[config.mk]
export PLATFORM = sky130hd
export DESIGN_NAME = rat_timer_counter_flat
export DESIGN_NICKNAME = d
export VERILOG_FILES = /design/src/rtl/rat_timer_counter_pkg.sv /design/src/rtl/rat_timer_counter_if.sv /design/src/rtl/rat_timer_counter_int_stretch.sv /design/src/rtl/rat_timer_counter.sv /design/src/flat_wrapper.sv
export SDC_FILE = /design/constraint.sdc
export NUM_CORES = 1
export LEC_CHECK = 0
export ABC_AREA = 1
export BUFFER_PORTS_ARGS = -buffer_cell sky130_fd_sc_hd__clkbuf_2
export CELL_PAD_IN_SITES_DETAIL_PLACEMENT = 0
export CELL_PAD_IN_SITES_GLOBAL_PLACEMENT = 1
export CORE_MARGIN = 2
export CORE_UTILIZATION = 51
export CTS_BUF_LIST = sky130_fd_sc_hd__clkbuf_8
export CTS_CLUSTER_DIAMETER = 40
export DETAILED_ROUTE_END_ITERATION = 6
export PLACE_DENSITY_LB_ADDON = 0.05
export SYNTH_ARGS = -nofsm -noshare
export SYNTH_HDL_FRONTEND = slang
export SYNTH_SLANG_ARGS = --single-unit
export TNS_END_PERCENT = 20
[constraint.sdc]
create_clock -name CLK -period 4 [get_ports CLK]
set_clock_uncertainty 0.1 [all_clocks]
set_input_delay 0.6 -clock CLK [delete_from_list [all_inputs] [get_ports CLK]]
set_output_delay 0.6 -clock CLK [all_outputs]
set_load 0.005 [all_outputs]
[src/rtl/rat_timer_counter_pkg.sv]
// Shared RAT I/O definitions: port IDs, control-register bit positions,
// timer FSM state type and the prescaler divide helper.
package rat_io_pkg;

  localparam logic [7:0] TC_LO_ID  = 8'hB0;
  localparam logic [7:0] TC_MID_ID = 8'hB1;
  localparam logic [7:0] TC_HI_ID  = 8'hB2;
  localparam logic [7:0] CTRL_ID   = 8'hB5;
  localparam logic [7:0] STAT_ID   = 8'hB6;

  localparam int CTRL_EN      = 0;
  localparam int CTRL_ONESHOT = 1;
  localparam int CTRL_PSC_LO  = 2;
  localparam int CTRL_PSC_HI  = 3;
  localparam int CTRL_CLR     = 7;

  localparam logic [3:0] INT_CYCLES_DEF = 4'd4;

  typedef enum logic {TC_IDLE, TC_RUN} tc_state_t;

  // Terminal value of the 6-bit prescaler for a divide of 1/4/16/64.
  function automatic logic [5:0] psc_limit(input logic [1:0] psc);
    case (psc)
      2'd0:    psc_limit = 6'd0;
      2'd1:    psc_limit = 6'd3;
      2'd2:    psc_limit = 6'd15;
      default: psc_limit = 6'd63;
    endcase
  endfunction

endpackage

[src/rtl/rat_timer_counter_if.sv]
// RAT MCU I/O bus as seen by one peripheral: port write strobe/data,
// the status byte returned to the input mux and the interrupt request.
interface rat_timer_counter_if;
  logic [7:0] PORT_ID;
  logic [7:0] OUT_PORT;
  logic       IO_STRB;
  logic       TC_INT;
  logic [7:0] STAT_DATA;

  modport master (output PORT_ID, output OUT_PORT, output IO_STRB,
                  input  TC_INT,  input  STAT_DATA);
  modport slave  (input  PORT_ID, input  OUT_PORT, input  IO_STRB,
                  output TC_INT,  output STAT_DATA);
endinterface

[src/rtl/rat_timer_counter_int_stretch.sv]
// rat_int_stretch: turns a one-clock trigger into an interrupt that is
// high for WIDTH clocks starting one clock after the trigger edge.
// A trigger while a pulse is still counting reloads it and flags overrun.
module rat_int_stretch #(
  parameter logic [3:0] WIDTH = 4'd4
) (
  input  logic clk,
  input  logic rst,
  input  logic trig,
  output logic irq,
  output logic overrun
);

  logic [3:0] pulse_cnt;

  assign overrun = trig && (pulse_cnt != 4'd0);

  // Pulse length counter: load on trigger, otherwise count down to zero.
  always_ff @(posedge clk or posedge rst) begin
    if (rst)
      pulse_cnt <= 4'd0;
    else if (trig)
      pulse_cnt <= WIDTH;
    else if (pulse_cnt != 4'd0)
      pulse_cnt <= pulse_cnt - 4'd1;
  end

  // Registered output gives the one-clock trigger-to-rise delay.
  always_ff @(posedge clk or posedge rst) begin
    if (rst)
      irq <= 1'b0;
    else
      irq <= (pulse_cnt != 4'd0);
  end

endmodule

[src/rtl/rat_timer_counter.sv]
// rat_timer_counter: 24-bit interval timer on the RAT I/O bus.
// Optional feature macro RAT_TC_PRESCALER_EN adds a 1/4/16/64 prescaler
// selected by ctrl[3:2]; without it every clock is a tick and PSC reads 0.
//
// state   | meaning
// TC_IDLE | stopped: EN=0 or tc=0, cnt held at 0
// TC_RUN  | counting ticks toward tc-1
module rat_timer_counter
  import rat_io_pkg::*;
#(
  parameter logic [3:0] INT_CYCLES = INT_CYCLES_DEF
) (
  input logic               CLK,
  input logic               RESET,
  rat_timer_counter_if.slave bus
);

  logic [15:0] tc_stage;
  logic [23:0] tc;
  logic [23:0] cnt;
  logic        en;
  logic        oneshot;
  logic        pend;
  logic        ovr;
  logic        tick;
  logic        count_en;
  logic        evt;
  logic        oneshot_stop;
  logic        overrun;
  tc_state_t   state, state_nxt;

  logic wr_lo, wr_mid, wr_hi, wr_ctrl, clr_wr;

  assign wr_lo   = bus.IO_STRB && (bus.PORT_ID == TC_LO_ID);
  assign wr_mid  = bus.IO_STRB && (bus.PORT_ID == TC_MID_ID);
  assign wr_hi   = bus.IO_STRB && (bus.PORT_ID == TC_HI_ID);
  assign wr_ctrl = bus.IO_STRB && (bus.PORT_ID == CTRL_ID);
  assign clr_wr  = wr_ctrl && bus.OUT_PORT[CTRL_CLR];

`ifdef RAT_TC_PRESCALER_EN
  logic [1:0] psc;
  logic [5:0] psc_cnt;

  assign tick = (psc_cnt == psc_limit(psc));

  // Prescaler runs only while counting and restarts on every CTRL write.
  always_ff @(posedge CLK or posedge RESET) begin
    if (RESET)
      psc_cnt <= 6'd0;
    else if (wr_ctrl || !count_en || tick)
      psc_cnt <= 6'd0;
    else
      psc_cnt <= psc_cnt + 6'd1;
  end
`else
  assign tick = 1'b1;
`endif

  // Register file: tc staging/commit and the live ctrl fields.
  // CLR is a write strobe and reserved bits read 0, so only EN/ONESHOT(/PSC) are stored.
  always_ff @(posedge CLK or posedge RESET) begin
    if (RESET) begin
      tc_stage <= 16'd0;
      tc       <= 24'd0;
      en       <= 1'b0;
      oneshot  <= 1'b0;
`ifdef RAT_TC_PRESCALER_EN
      psc      <= 2'd0;
`endif
    end else begin
      if (wr_lo)  tc_stage[7:0]  <= bus.OUT_PORT;
      if (wr_mid) tc_stage[15:8] <= bus.OUT_PORT;
      if (wr_hi)  tc             <= {bus.OUT_PORT, tc_stage};
      if (wr_ctrl) begin
        en      <= bus.OUT_PORT[CTRL_EN];
        oneshot <= bus.OUT_PORT[CTRL_ONESHOT];
`ifdef RAT_TC_PRESCALER_EN
        psc     <= bus.OUT_PORT[CTRL_PSC_HI:CTRL_PSC_LO];
`endif
      end else if (oneshot_stop) begin
        en <= 1'b0;
      end
    end
  end

  // FSM state register.
  always_ff @(posedge CLK or posedge RESET) begin
    if (RESET)
      state <= TC_IDLE;
    else
      state <= state_nxt;
  end

  // Next state and count/event decode; the IDLE->RUN edge already counts
  // so the first event lands tc clocks after the enabling write.
  always_comb begin
    state_nxt    = state;
    count_en     = 1'b0;
    evt          = 1'b0;
    oneshot_stop = 1'b0;
    case (state)
      TC_IDLE: begin
        if (en && (tc != 24'd0)) begin
          state_nxt = TC_RUN;
          count_en  = 1'b1;
        end
      end
      TC_RUN: begin
        if (!en || (tc == 24'd0))
          state_nxt = TC_IDLE;
        else
          count_en = 1'b1;
      end
      default: state_nxt = TC_IDLE;
    endcase
    if (count_en && tick && (cnt == tc - 24'd1)) begin
      evt = 1'b1;
      if (oneshot) begin
        oneshot_stop = 1'b1;
        state_nxt    = TC_IDLE;
      end
    end
  end

  // Running count; a tc commit or CTRL write always restarts from 0.
  always_ff @(posedge CLK or posedge RESET) begin
    if (RESET)
      cnt <= 24'd0;
    else if (wr_hi || wr_ctrl || evt || !count_en)
      cnt <= 24'd0;
    else if (tick)
      cnt <= cnt + 24'd1;
  end

  // Sticky flags; a new event/overrun beats a simultaneous CLR.
  always_ff @(posedge CLK or posedge RESET) begin
    if (RESET) begin
      pend <= 1'b0;
      ovr  <= 1'b0;
    end else begin
      if (evt)         pend <= 1'b1;
      else if (clr_wr) pend <= 1'b0;
      if (overrun)     ovr  <= 1'b1;
      else if (clr_wr) ovr  <= 1'b0;
    end
  end

  rat_int_stretch #(.WIDTH(INT_CYCLES)) u_stretch (
    .clk     (CLK),
    .rst     (RESET),
    .trig    (evt),
    .irq     (bus.TC_INT),
    .overrun (overrun)
  );

  assign bus.STAT_DATA = (bus.PORT_ID == STAT_ID) ?
                         {4'b0000, ovr, pend, oneshot, (state == TC_RUN)} : 8'h00;

endmodule
[src/flat_wrapper.sv]
// flat-port wrapper written by rule: the top's interface ports become plain ports
module rat_timer_counter_flat import rat_io_pkg::*;
#(
  parameter logic [3:0] INT_CYCLES = INT_CYCLES_DEF
)
  (CLK, RESET, bus_PORT_ID, bus_OUT_PORT, bus_IO_STRB, bus_TC_INT, bus_STAT_DATA);
  rat_timer_counter_if bus_i ();
  input logic CLK;
  input logic RESET;
  input wire logic [$bits(bus_i.PORT_ID)-1:0] bus_PORT_ID;
  input wire logic [$bits(bus_i.OUT_PORT)-1:0] bus_OUT_PORT;
  input wire logic [$bits(bus_i.IO_STRB)-1:0] bus_IO_STRB;
  output wire logic [$bits(bus_i.TC_INT)-1:0] bus_TC_INT;
  output wire logic [$bits(bus_i.STAT_DATA)-1:0] bus_STAT_DATA;
  assign bus_i.PORT_ID = bus_PORT_ID;
  assign bus_i.OUT_PORT = bus_OUT_PORT;
  assign bus_i.IO_STRB = bus_IO_STRB;
  assign bus_TC_INT = bus_i.TC_INT;
  assign bus_STAT_DATA = bus_i.STAT_DATA;
  rat_timer_counter #(.INT_CYCLES(INT_CYCLES)) u_core (.CLK(CLK), .RESET(RESET), .bus(bus_i));
endmodule
==> summary.txt <==
Clocking
  – CTS tree: yes
  – CTS Sinks: 74
  – CTS max path bufs: 2
  – Clock root buffer: clkbuf_8
  – Cts hold-fix bufs: 0
  – Worst skew pair latency: between 300 and 400 ps
  – Count of cells resized by post-cts repair: 0
  – Post-CTS setup buffer count: 0
  – CTS H-Tree Depth: 3
  – Num CTS Buffers: 9
  – Clock slew at reported path FFs: roughly 90 ps

Floorplanning
  – Initial core utilization: 52.5%
  – Std cell rows: 34
  – I/O Pins: 28
  – Area of the core: between 8000 and 9000 sq um
  – Die area: around 10000 sq um
  – Die boundary height: about 99 microns
  – Die width: 98.8 microns

Pwr
  – Power Density: 337 nW/um^2
  – Lkg Pwr: about 2.4 nW
  – Peak VDD IR: approximately 0.00018 V

Yosys
  – Share of the synthesized area in the top cell type: roughly 40%
  – Post-synth EDFFs: 0
  – Synth Warn #: 0
  – Post-Syn Area: between 4000 and 5000 sq um
  – Synth Area per Inst: slightly below 8 sq um
  – Synth Instances: 585
  – Most area-consuming cells after synthesis: dfrtp_1 (40%), nand2_1 (12%), inv_1 (6.1%)
  – Cell variety after synth: 32
  – Seq cells post-synth: 74
  – Seq/Total Area, Yosys: between 40% and 50%
  – FFs w/ async S/R, synth: 100%
  – Main flop type after synthesis: dfrtp_1
  – Synth area leader: dfrtp_1

STA
  – Setup violations, final: 0
  – Setup TNS: 0 ps
  – Slew at the pin closest to its max-slew limit: 881 ps
  – Fmax: a little under 400 MHz
  – RSZ-0062 raised after global routing: no
  – Rel. slew slack: slightly above 40%
  – Min Tclk post-route: around 2600 ps
  – Period utilization: 64.5%
  – Max-slew violation count: 0
  – Final Hold Fails: 0

Cells and area
  – Layout cells sized above 1: between 15 and 20%
  – Nets@finish: between 600 and 700
  – Final instance area: just under 5000 sq um
  – Fill cells: ~840
  – Syn-to-layout area delta: 8.22%
  – Diodes inserted: 0

Placement
  – Hpwl dp: between 7000 and 8000 microns
  – GP Congestion: about 0.9
  – Buffers on Ports: 23
  – Placed cell area: approximately 4800 sq um

Global routing
  – Antenna violations before repair: 0
  – First-pass GRT wire length: between 15,000 and 20,000 microns
  – Remaining Overflow, GRT: 0
  – GR Util All Layers: roughly 22%
  – Largest net degree at the start of global routing: 46
  – Vias in the first global route: roughly 3,600

Detailed routing
  – Routed Antenna Nets: 0
  – Detailed-route via count: around 3,700
  – First-pass DRT Iterations: 4
  – Routed WL per cell: 13.7 microns
  – DR DRC count: 0
  – Starting DRT DRC Count: ~150
  – Vias per cell: around 5
  – Drt total wl: 9910 microns

Flow run
  – Max Cap Viol: 0

Setup path
  – Worst setup EP type: register
  – CP required: approximately 4100 ps
  – Critical path peak fanout: 24
  – Startpoint types: register
  – Worst Setup Path Type: reg2reg
  – Crit path arrival time: 2710 ps

Outcome
  – Status: finished clean

Min path
  – HP Class: in2async
-- sequential cells by signal, indices dropped and copies added (netlist names) --
register,count
u_core.oneshot,1
u_core.cnt,24
u_core.u_stretch.irq,1
u_core.ovr,1
u_core.tc,24
u_core.pend,1
u_core.u_stretch.pulse_cnt,4
u_core.state,1
u_core.en,1
u_core.tc_stage,16
-- cell type report --
type	count	area, sq um	area share (%)
sequential	74	1850	37.3
tap	108	135	2.73
timing repair buffer	26	138	2.78
inverter	78	293	5.90
multi-input combinational	422	2330	47.1
clock inverter	7	83.8	1.69
clock buffer	9	124	2.50
-- per-stage QoR --
step / total power, W / cells / hold WS, ps / setup slack (ps) / util, %
finish: 0.00167 / 724 / 294 / 1420 / 56.9
global route: 0.00177 / 724 / 382 / 1110 / 56.9
CTS: 0.00169 / 724 / 331 / 1400 / 56.9
detailed placement: 0.00107 / 708 / 369 / 1410 / 54.5
global placement: 0.00106 / 708 / 366 / 1480 / 54.5
floorplan: 0.00101 / 588 / 349 / 1420 / -
-- layer usage --
metal / up-vias / global-route usage [%] / wire length (microns)
li1: 1869 / - / -
met1: 1712 / 32.3 / 5130
met2: 58 / 34.3 / 4400
met3: 11 / 4.11 / 250
met4: 0 / 6.95 / 138
met5: - / 0 / 0
-- Yosys cell counts, types with 4 or more instances --
cell,number
nand2_1,146
inv_1,75
dfrtp_1,74
nor2_1,70
nand3_1,41
o21ai_0,27
nor2_4,25
xor2_1,23
xnor2_1,17
nand4_1,11
mux2_2,10
nand3b_1,8
nor2_2,8
a21oi_1,7
clkbuf_1,6
nor3_1,6
ha_1,5
buf_4,4
-- worst max-delay path: stages (launching register included) --
cell and delay, ps:
dfrtp_1 410, inv_1 160, ha_1 270, nand2_2 100
nor2_4 270, nand2_1 110, xor2_1 160, nor2_2 110
nand3_2 120, nor2_4 160, nand2_4 100, nand2_8 300
nor2_1 70
-- worst paths after layout --
kind	start	end	slack, ps	depth (start not counted)
worst max-delay path	u_core.tc[0]	u_core.cnt[1]	1420	12
worst min-delay path	RESET	u_core.tc[19]	290	2
worst max register to register	u_core.tc[0]	u_core.cnt[1]	1420	12
worst min register to register	u_core.tc_stage[11]	u_core.tc_stage[11]	390	2
max in group asynchronous	RESET	u_core.cnt[7]	2670	3
min in group CLK	u_core.tc_stage[11]	u_core.tc_stage[11]	390	2
-- logic make-up after synthesis --
logic type | after synthesis | synth area share [%]
AO/OA/AOI/OAI | 35 | 3.88
XOR/XNOR | 40 | 7.65
adder cells (fa/ha/maj) | 5 | 1.37
buffers and inverters | 92 | 8.90
flip-flops | 74 | 40.4
multiplexers | 10 | 2.46
other | 1 | 0.0818
AND/OR/NAND/NOR | 328 | 35.3
-- report_power, final --
part / total [W] / leakage (nW) / internal [W] / switching (W)
Sequential: 0.000829 / 0.973 / 0.000793 / 0.0000358
Clock: 0.000617 / 0.103 / 0.000300 / 0.000317
Combinational: 0.000226 / 1.36 / 0.0000830 / 0.000143
-- cell usage in the layout (no fill, tap or decap), types with 9 or more instances in the layout --
cell type    n
nor2_1      70
nand4_1     11
inv_1       74
nor2_4      25
xnor2_1     17
xor2_1      23
nand3_1     41
mux2_2      10
nand2_1    146
dfrtp_1     74
clkbuf_2    23
o21ai_0     27
clkbuf_8     9
Note: power is estimated with default switching activity, not from simulation.
